==> src/rtl/fifo_wr_arbiter_if.sv <==
// Write-side bundle between the stream sources, the arbiter and the async FIFO.
// master = source/FIFO environment, slave = arbiter.
interface fifo_wr_arbiter_if #(
  parameter int NUM_REQ    = 4,
  parameter int LOGIC_SIZE = 32
);
  localparam int GW = $clog2(NUM_REQ);

  logic [NUM_REQ-1:0]            i_req_valid;
  logic [NUM_REQ*LOGIC_SIZE-1:0] i_req_data;
  logic [NUM_REQ-1:0]            i_req_last;
  logic [NUM_REQ-1:0]            o_req_ready;
  logic                          o_wr;
  logic [LOGIC_SIZE-1:0]         o_wdata;
  logic                          i_wfull;
  logic [GW-1:0]                 o_grant;
  logic                          o_busy;
  logic                          o_trunc;

  modport master (
    output i_req_valid, i_req_data, i_req_last, i_wfull,
    input  o_req_ready, o_wr, o_wdata, o_grant, o_busy, o_trunc
  );

  modport slave (
    input  i_req_valid, i_req_data, i_req_last, i_wfull,
    output o_req_ready, o_wr, o_wdata, o_grant, o_busy, o_trunc
  );
endinterface

==> src/rtl/fifo_wr_arbiter.sv <==
// Packet-aware round-robin arbiter sharing the async FIFO write port between
// NUM_REQ sources; a grant is held until last beat or the MAX_BEATS watchdog.
module fifo_wr_arbiter #(
  parameter int NUM_REQ    = 4,
  parameter int LOGIC_SIZE = 32,
  parameter int MAX_BEATS  = 16
) (
  input  logic               i_clk,
  input  logic               i_rst,
  fifo_wr_arbiter_if.slave   bus
);
  localparam int GW = $clog2(NUM_REQ);
  localparam int CW = $clog2(MAX_BEATS + 1);

  typedef enum logic {IDLE, BUSY} state_t;

  state_t          state, state_nxt;
  logic [GW-1:0]   grant, grant_nxt;
  logic [GW-1:0]   rr_ptr, rr_ptr_nxt;
  logic [CW-1:0]   beat_cnt, beat_cnt_nxt;
  logic            trunc, trunc_nxt;

  logic [GW-1:0]   rr_pick;
  logic [GW-1:0]   idx;
  logic            any_valid;
  logic            xfer;
  logic [GW-1:0]   grant_inc;
  logic [LOGIC_SIZE-1:0] grant_data;

  // Downward scan so the lowest offset from rr_ptr is the last (winning) assignment.
  always_comb begin
    rr_pick   = rr_ptr;
    idx       = '0;
    any_valid = |bus.i_req_valid;
    for (int i = NUM_REQ - 1; i >= 0; i--) begin
      idx = GW'((int'(rr_ptr) + i) % NUM_REQ);
      if (bus.i_req_valid[idx]) rr_pick = idx;
    end
  end

  assign grant_data = bus.i_req_data[int'(grant)*LOGIC_SIZE +: LOGIC_SIZE];
  assign grant_inc  = (grant == GW'(NUM_REQ - 1)) ? '0 : grant + 1'b1;
  assign xfer       = (state == BUSY) && bus.i_req_valid[grant] && !bus.i_wfull && !i_rst;

  always_ff @(posedge i_clk) begin
    if (i_rst) begin
      state    <= IDLE;
      grant    <= '0;
      rr_ptr   <= '0;
      beat_cnt <= '0;
      trunc    <= 1'b0;
    end else begin
      state    <= state_nxt;
      grant    <= grant_nxt;
      rr_ptr   <= rr_ptr_nxt;
      beat_cnt <= beat_cnt_nxt;
      trunc    <= trunc_nxt;
    end
  end

  always_comb begin
    state_nxt    = state;
    grant_nxt    = grant;
    rr_ptr_nxt   = rr_ptr;
    beat_cnt_nxt = beat_cnt;
    trunc_nxt    = 1'b0;
    case (state)
      IDLE: begin
        if (any_valid) begin
          state_nxt = BUSY;
          grant_nxt = rr_pick;
        end
      end
      BUSY: begin
        if (xfer) begin
          beat_cnt_nxt = beat_cnt + 1'b1;
          // Last beat takes precedence over the watchdog on the same beat.
          if (bus.i_req_last[grant]) begin
            state_nxt    = IDLE;
            rr_ptr_nxt   = grant_inc;
            beat_cnt_nxt = '0;
          end else if (beat_cnt == CW'(MAX_BEATS - 1)) begin
            state_nxt    = IDLE;
            rr_ptr_nxt   = grant_inc;
            beat_cnt_nxt = '0;
            trunc_nxt    = 1'b1;
          end
        end
      end
      default: state_nxt = IDLE;
    endcase
  end

  always_comb begin
    bus.o_req_ready = '0;
    if ((state == BUSY) && !bus.i_wfull && !i_rst) bus.o_req_ready[grant] = 1'b1;
    bus.o_wr    = xfer;
    bus.o_wdata = (state == BUSY) ? grant_data : '0;
    bus.o_grant = grant;
    bus.o_busy  = (state == BUSY);
    bus.o_trunc = trunc;
  end
endmodule

==> src/flat_wrapper.sv <==
// flat-port wrapper written by rule: the top's interface ports become plain ports
module fifo_wr_arbiter_flat 
#(
  parameter int NUM_REQ    = 4,
  parameter int LOGIC_SIZE = 32,
  parameter int MAX_BEATS  = 16
)
  (i_clk, i_rst, bus_i_req_valid, bus_i_req_data, bus_i_req_last, bus_i_wfull, bus_o_req_ready, bus_o_wr, bus_o_wdata, bus_o_grant, bus_o_busy, bus_o_trunc);
  fifo_wr_arbiter_if #(.NUM_REQ(NUM_REQ), .LOGIC_SIZE(LOGIC_SIZE)) bus_i ();
  input  logic i_clk;
  input  logic i_rst;
  input wire logic [$bits(bus_i.i_req_valid)-1:0] bus_i_req_valid;
  input wire logic [$bits(bus_i.i_req_data)-1:0] bus_i_req_data;
  input wire logic [$bits(bus_i.i_req_last)-1:0] bus_i_req_last;
  input wire logic [$bits(bus_i.i_wfull)-1:0] bus_i_wfull;
  output wire logic [$bits(bus_i.o_req_ready)-1:0] bus_o_req_ready;
  output wire logic [$bits(bus_i.o_wr)-1:0] bus_o_wr;
  output wire logic [$bits(bus_i.o_wdata)-1:0] bus_o_wdata;
  output wire logic [$bits(bus_i.o_grant)-1:0] bus_o_grant;
  output wire logic [$bits(bus_i.o_busy)-1:0] bus_o_busy;
  output wire logic [$bits(bus_i.o_trunc)-1:0] bus_o_trunc;
  assign bus_i.i_req_valid = bus_i_req_valid;
  assign bus_i.i_req_data = bus_i_req_data;
  assign bus_i.i_req_last = bus_i_req_last;
  assign bus_i.i_wfull = bus_i_wfull;
  assign bus_o_req_ready = bus_i.o_req_ready;
  assign bus_o_wr = bus_i.o_wr;
  assign bus_o_wdata = bus_i.o_wdata;
  assign bus_o_grant = bus_i.o_grant;
  assign bus_o_busy = bus_i.o_busy;
  assign bus_o_trunc = bus_i.o_trunc;
  fifo_wr_arbiter #(.NUM_REQ(NUM_REQ), .LOGIC_SIZE(LOGIC_SIZE), .MAX_BEATS(MAX_BEATS)) u_core (.i_clk(i_clk), .i_rst(i_rst), .bus(bus_i));
endmodule
==> config.mk <==
export PLATFORM = sky130hd
export DESIGN_NAME = fifo_wr_arbiter_flat
export DESIGN_NICKNAME = d
export VERILOG_FILES = /design/src/rtl/fifo_wr_arbiter_if.sv /design/src/rtl/fifo_wr_arbiter.sv /design/src/flat_wrapper.sv
export SDC_FILE = /design/constraint.sdc
export NUM_CORES = 1
export LEC_CHECK = 0
export BUFFER_PORTS_ARGS = -buffer_cell sky130_fd_sc_hd__buf_2
export CAP_MARGIN = 25
export CORE_MARGIN = 2
export CORE_UTILIZATION = 38
export CTS_BUF_LIST = sky130_fd_sc_hd__clkbuf_8 sky130_fd_sc_hd__clkbuf_16
export DETAILED_ROUTE_END_ITERATION = 16
export PLACE_DENSITY = 0.95
export SYNTH_ARGS = -nofsm -noshare
export SYNTH_HDL_FRONTEND = slang
export SYNTH_SLANG_ARGS = --single-unit
==> constraint.sdc <==
create_clock -name i_clk -period 4.5 [get_ports i_clk]
set_input_delay 0.9 -clock i_clk [delete_from_list [all_inputs] [get_ports i_clk]]
set_output_delay 0.9 -clock i_clk [all_outputs]
set_load 0.02 [all_outputs]
==> impl_metrics.csv <==
group,metric,value,unit
power,power.share.clock,0.208,
timing,timing.final.crit_share,0.716,
timing,slew_headroom,0.602,
die,floorplan.die_area,4870,sq um
drt,detail_route.wl_per_cell,18.6,microns
global_route,met2_usage,0.472,
global_route,grt_start_max_net_pins,38,
placed_design,gp_routability_congestion,0.863,
yosys,synth_nets,294,
global_route,grt_remaining_overflow,0,
setup_path,r2r_cells,4,
global_route,grtUsageTotal,0.276,
setup_path,startpoint_type,"flip-flop",
yosys,synthesis.area,1650,sq um
timing,finalWorstPathRequiredPeriod,3.22,ns
worst_hold_path,hold_path_depth,1,
clock_tree,cts_tree,"yes",
drt,drt-vias-per-instance,5.50,
worst_hold_path,hold_path_class,"reg -> reg",
timing,setup_viol,0,
timing,fmaxAchievable,310,MHz
power,intPower,299,uW
power,vdd.ir_drop.worst,169,uV
clock_tree,clk_pin_slew_worst_paths,0.05,ns
cells_and_area,antenna_cells,0,
setup_path,setup.worst_path.class,"reg -> out",
setup_path,path_max_fanout,21,
run_status,status,"finished clean",
power,leakagePower,0.00129,uW
yosys,synth.top_cell.area_share,0.452,
drt,route.vias.total,2050,
die,ioPinCount,180,
clock_tree,cts.repair_timing.setup_buffer_count,0,
drt,dr.first_iter.drc_count,99,
global_route,grt_pass1_vias,2155,
yosys,post_synth.cell_area_avg,11.0,sq um
clock_tree,cts-htree-levels,1,
drt,final_antenna_net_count,0,
setup_path,crit_path_end_kind,"output port",
yosys,ys_warn_count,0,
clock_tree,post_cts_resized,0,
timing,skew,0.00314,ns
die,start_util,0.403,
power,netSwitchingPower,171,uW
global_route,use_met3,0.121,
global_route,gr_busiest_metal,"met2",
timing,slew_violations,0,
die,row_count,23,
clock_tree,post_cts_hold_buffer_count,0,
timing,worst_slew_pin_slew,0.598,ns
clock_tree,cts-root-buf,"sky130_fd_sc_hd__clkbuf_8",
die,die_h,69.8,microns
drt,detail_route.drc_violations,0,
yosys,synth.area.top_cells,"sky130_fd_sc_hd__mux4_2 (45%), sky130_fd_sc_hd__and2_1 (14%), sky130_fd_sc_hd__dfxtp_1 (13%)",
global_route,number_of_antenna_violations_at_the_first_check_in_global_routing,0,
flow_run,cap_violations,0,
setup_path,cp.arrival,2.32,ns
yosys,yosys.area.top_type,"sky130_fd_sc_hd__mux4_2",
drt,routed_wirelength,6930,microns
yosys,sequential_fraction_of_the_synthesis_area,0.134,
placed_design,dp_hpwl,5750,microns
timing,totalNegativeSetupSlack,0,ns
cells_and_area,final_core_util,0.638,
yosys,synthCells,150,
cells_and_area,syn2layout_area_growth,58.6,%
timing,grt_setup_unrepaired,"false",
die,fp.dieW,69.8,microns
global_route,grt_util_met1,0.323,
placed_design,port_buffers,179,
clock_tree,clk_latency,0.24,ns
cells_and_area,drive_gt1_frac,0.687,
die,coreArea,4090,sq um
power,sequentialPowerShare,0.239,
clock_tree,count_of_clock_tree_sinks,11,
clock_tree,cts-buffers-inserted,3,
cells_and_area,finish.net_count,468,
yosys,post_synth_num_cell_types,32,
setup_path,endpoint_required_time_on_the_critical_path,3.60,ns
power,p_per_area,180,nW/um^2
drt,detailedRoute.firstPassIterationCount,6,
power,switching_share,0.363,
global_route,wire_length_of_the_first_global_routing_pass,10700,microns
timing,hold_viol,0,
power,share_comb_of_total_power,0.554,
yosys,ys_seq_elements,11,
clock_tree,ctsLongestPathBuffers,2,
## critical path, cell delays in order (launching register included)
cell and delay (ns):
sky130_fd_sc_hd__dfxtp_2 0.71, sky130_fd_sc_hd__buf_4 0.46, sky130_fd_sc_hd__mux4_2 0.58, sky130_fd_sc_hd__and2_1 0.18, sky130_fd_sc_hd__buf_2 0.15
## per-stage QoR
step                      area (sq um)  hold WS [ns]  std cells  setup WS (ns)  power [uW]
final                             2610         0.471        373           1.28         470
after detailed placement          2560         0.463        369           1.50         373
after global routing              2610         0.506        373           1.10         497
after global placement            2560         0.461        369           1.54         365
after CTS                         2610         0.470        373           1.22         472
after floorplan                   1650         0.452        150           1.89         262
## worst paths after layout
| kind | from | to | slack [ns] |
|---|---|---|---|
| setup / recovery | u_core.bus.o_grant[0] | bus_o_wdata[10] | 1.28 |
| hold / removal | u_core.beat_cnt[4] | u_core.beat_cnt[4] | 0.47 |
| setup reg to reg | u_core.bus.o_grant[1] | u_core.rr_ptr[1] | 2.23 |
| hold reg to reg | u_core.beat_cnt[4] | u_core.beat_cnt[4] | 0.47 |
## synth_stat cells
cell                       number
sky130_fd_sc_hd__dfxtp_1       11
sky130_fd_sc_hd__nor3b_2        1
sky130_fd_sc_hd__inv_1          6
sky130_fd_sc_hd__a211o_1        1
sky130_fd_sc_hd__or4b_1         1
sky130_fd_sc_hd__o31ai_1        1
sky130_fd_sc_hd__nand3b_1       2
sky130_fd_sc_hd__mux2i_1        1
sky130_fd_sc_hd__mux2_2         1
sky130_fd_sc_hd__o21ai_0        5
sky130_fd_sc_hd__a21oi_1        7
sky130_fd_sc_hd__or4_1          1
sky130_fd_sc_hd__o211ai_1       1
sky130_fd_sc_hd__mux4_2        33
sky130_fd_sc_hd__o221ai_1       1
sky130_fd_sc_hd__buf_2          4
sky130_fd_sc_hd__nor3_1         1
sky130_fd_sc_hd__buf_4          1
sky130_fd_sc_hd__nand3_1        2
sky130_fd_sc_hd__nor4_1         1
sky130_fd_sc_hd__mux4_1         1
sky130_fd_sc_hd__a31oi_1        2
sky130_fd_sc_hd__and4b_1        1
sky130_fd_sc_hd__a311oi_1       1
sky130_fd_sc_hd__clkbuf_1       7
sky130_fd_sc_hd__nor2_1         6
sky130_fd_sc_hd__buf_6          1
sky130_fd_sc_hd__nand2_1        3
sky130_fd_sc_hd__nor2b_1        1
sky130_fd_sc_hd__ha_1           5
sky130_fd_sc_hd__and2_1        37
sky130_fd_sc_hd__nor3b_1        3
## area by class of cell
cell class | instances | area [sq um]
multi-input cells | 120 | 1340
clock inverters | 1 | 3.75
clock buffers | 3 | 41.3
fillers | 347 | 1480
flip-flops and latches | 11 | 223
inverters | 6 | 22.5
repair buffers | 182 | 918
well taps | 50 | 62.6
## sequential cells by signal, summed over array words and instances (netlist names)
name,count
u_core.bus.o_busy,1
u_core.bus.o_trunc,1
u_core.bus.o_grant,2
u_core.rr_ptr,2
u_core.beat_cnt,5
## placed cells by master, fill, tap and decap left out, types with 5 or more instances in the layout
cell                      Yosys  layout
sky130_fd_sc_hd__buf_2        4     179
sky130_fd_sc_hd__and2_1      37      37
sky130_fd_sc_hd__mux4_2      33      33
sky130_fd_sc_hd__dfxtp_1     11       9
sky130_fd_sc_hd__inv_1        6       7
sky130_fd_sc_hd__a21oi_1      7       7
sky130_fd_sc_hd__nor2_1       6       6
sky130_fd_sc_hd__o21ai_0      5       5
sky130_fd_sc_hd__ha_1         5       5
## cell families (layout without fill, tap and decap cells)
group,count (synthesis),count (layout),share of synthesized area
and+or+nand+nor,60,60,0.225
muxes,36,36,0.481
AOI/OAI and AO/OA,19,19,0.0692
buffers and inverters,19,192,0.0532
DFF,11,11,0.134
adders and majority gates,5,5,0.0380
## per-layer routing
layer / vias to the layer above / share of wire
met5: - / 0
met2: 130 / 0.49
met4: 0 / 0.010
li1: 935 / -
met3: 10 / 0.13
met1: 975 / 0.36
## power by group through the flow
stage / logic (uW) / registers (uW) / clock network (uW)
6_report: 260 / 112 / 97.6
5_1_grt: 280 / 114 / 103
4_1_cts: 261 / 112 / 99.1
3_5_place_dp: 259 / 114 / 0
3_3_place_gp: 252 / 113 / 0
2_1_floorplan: 155 / 107 / 0
No activity file was read; power rests on OpenSTA's default activity.
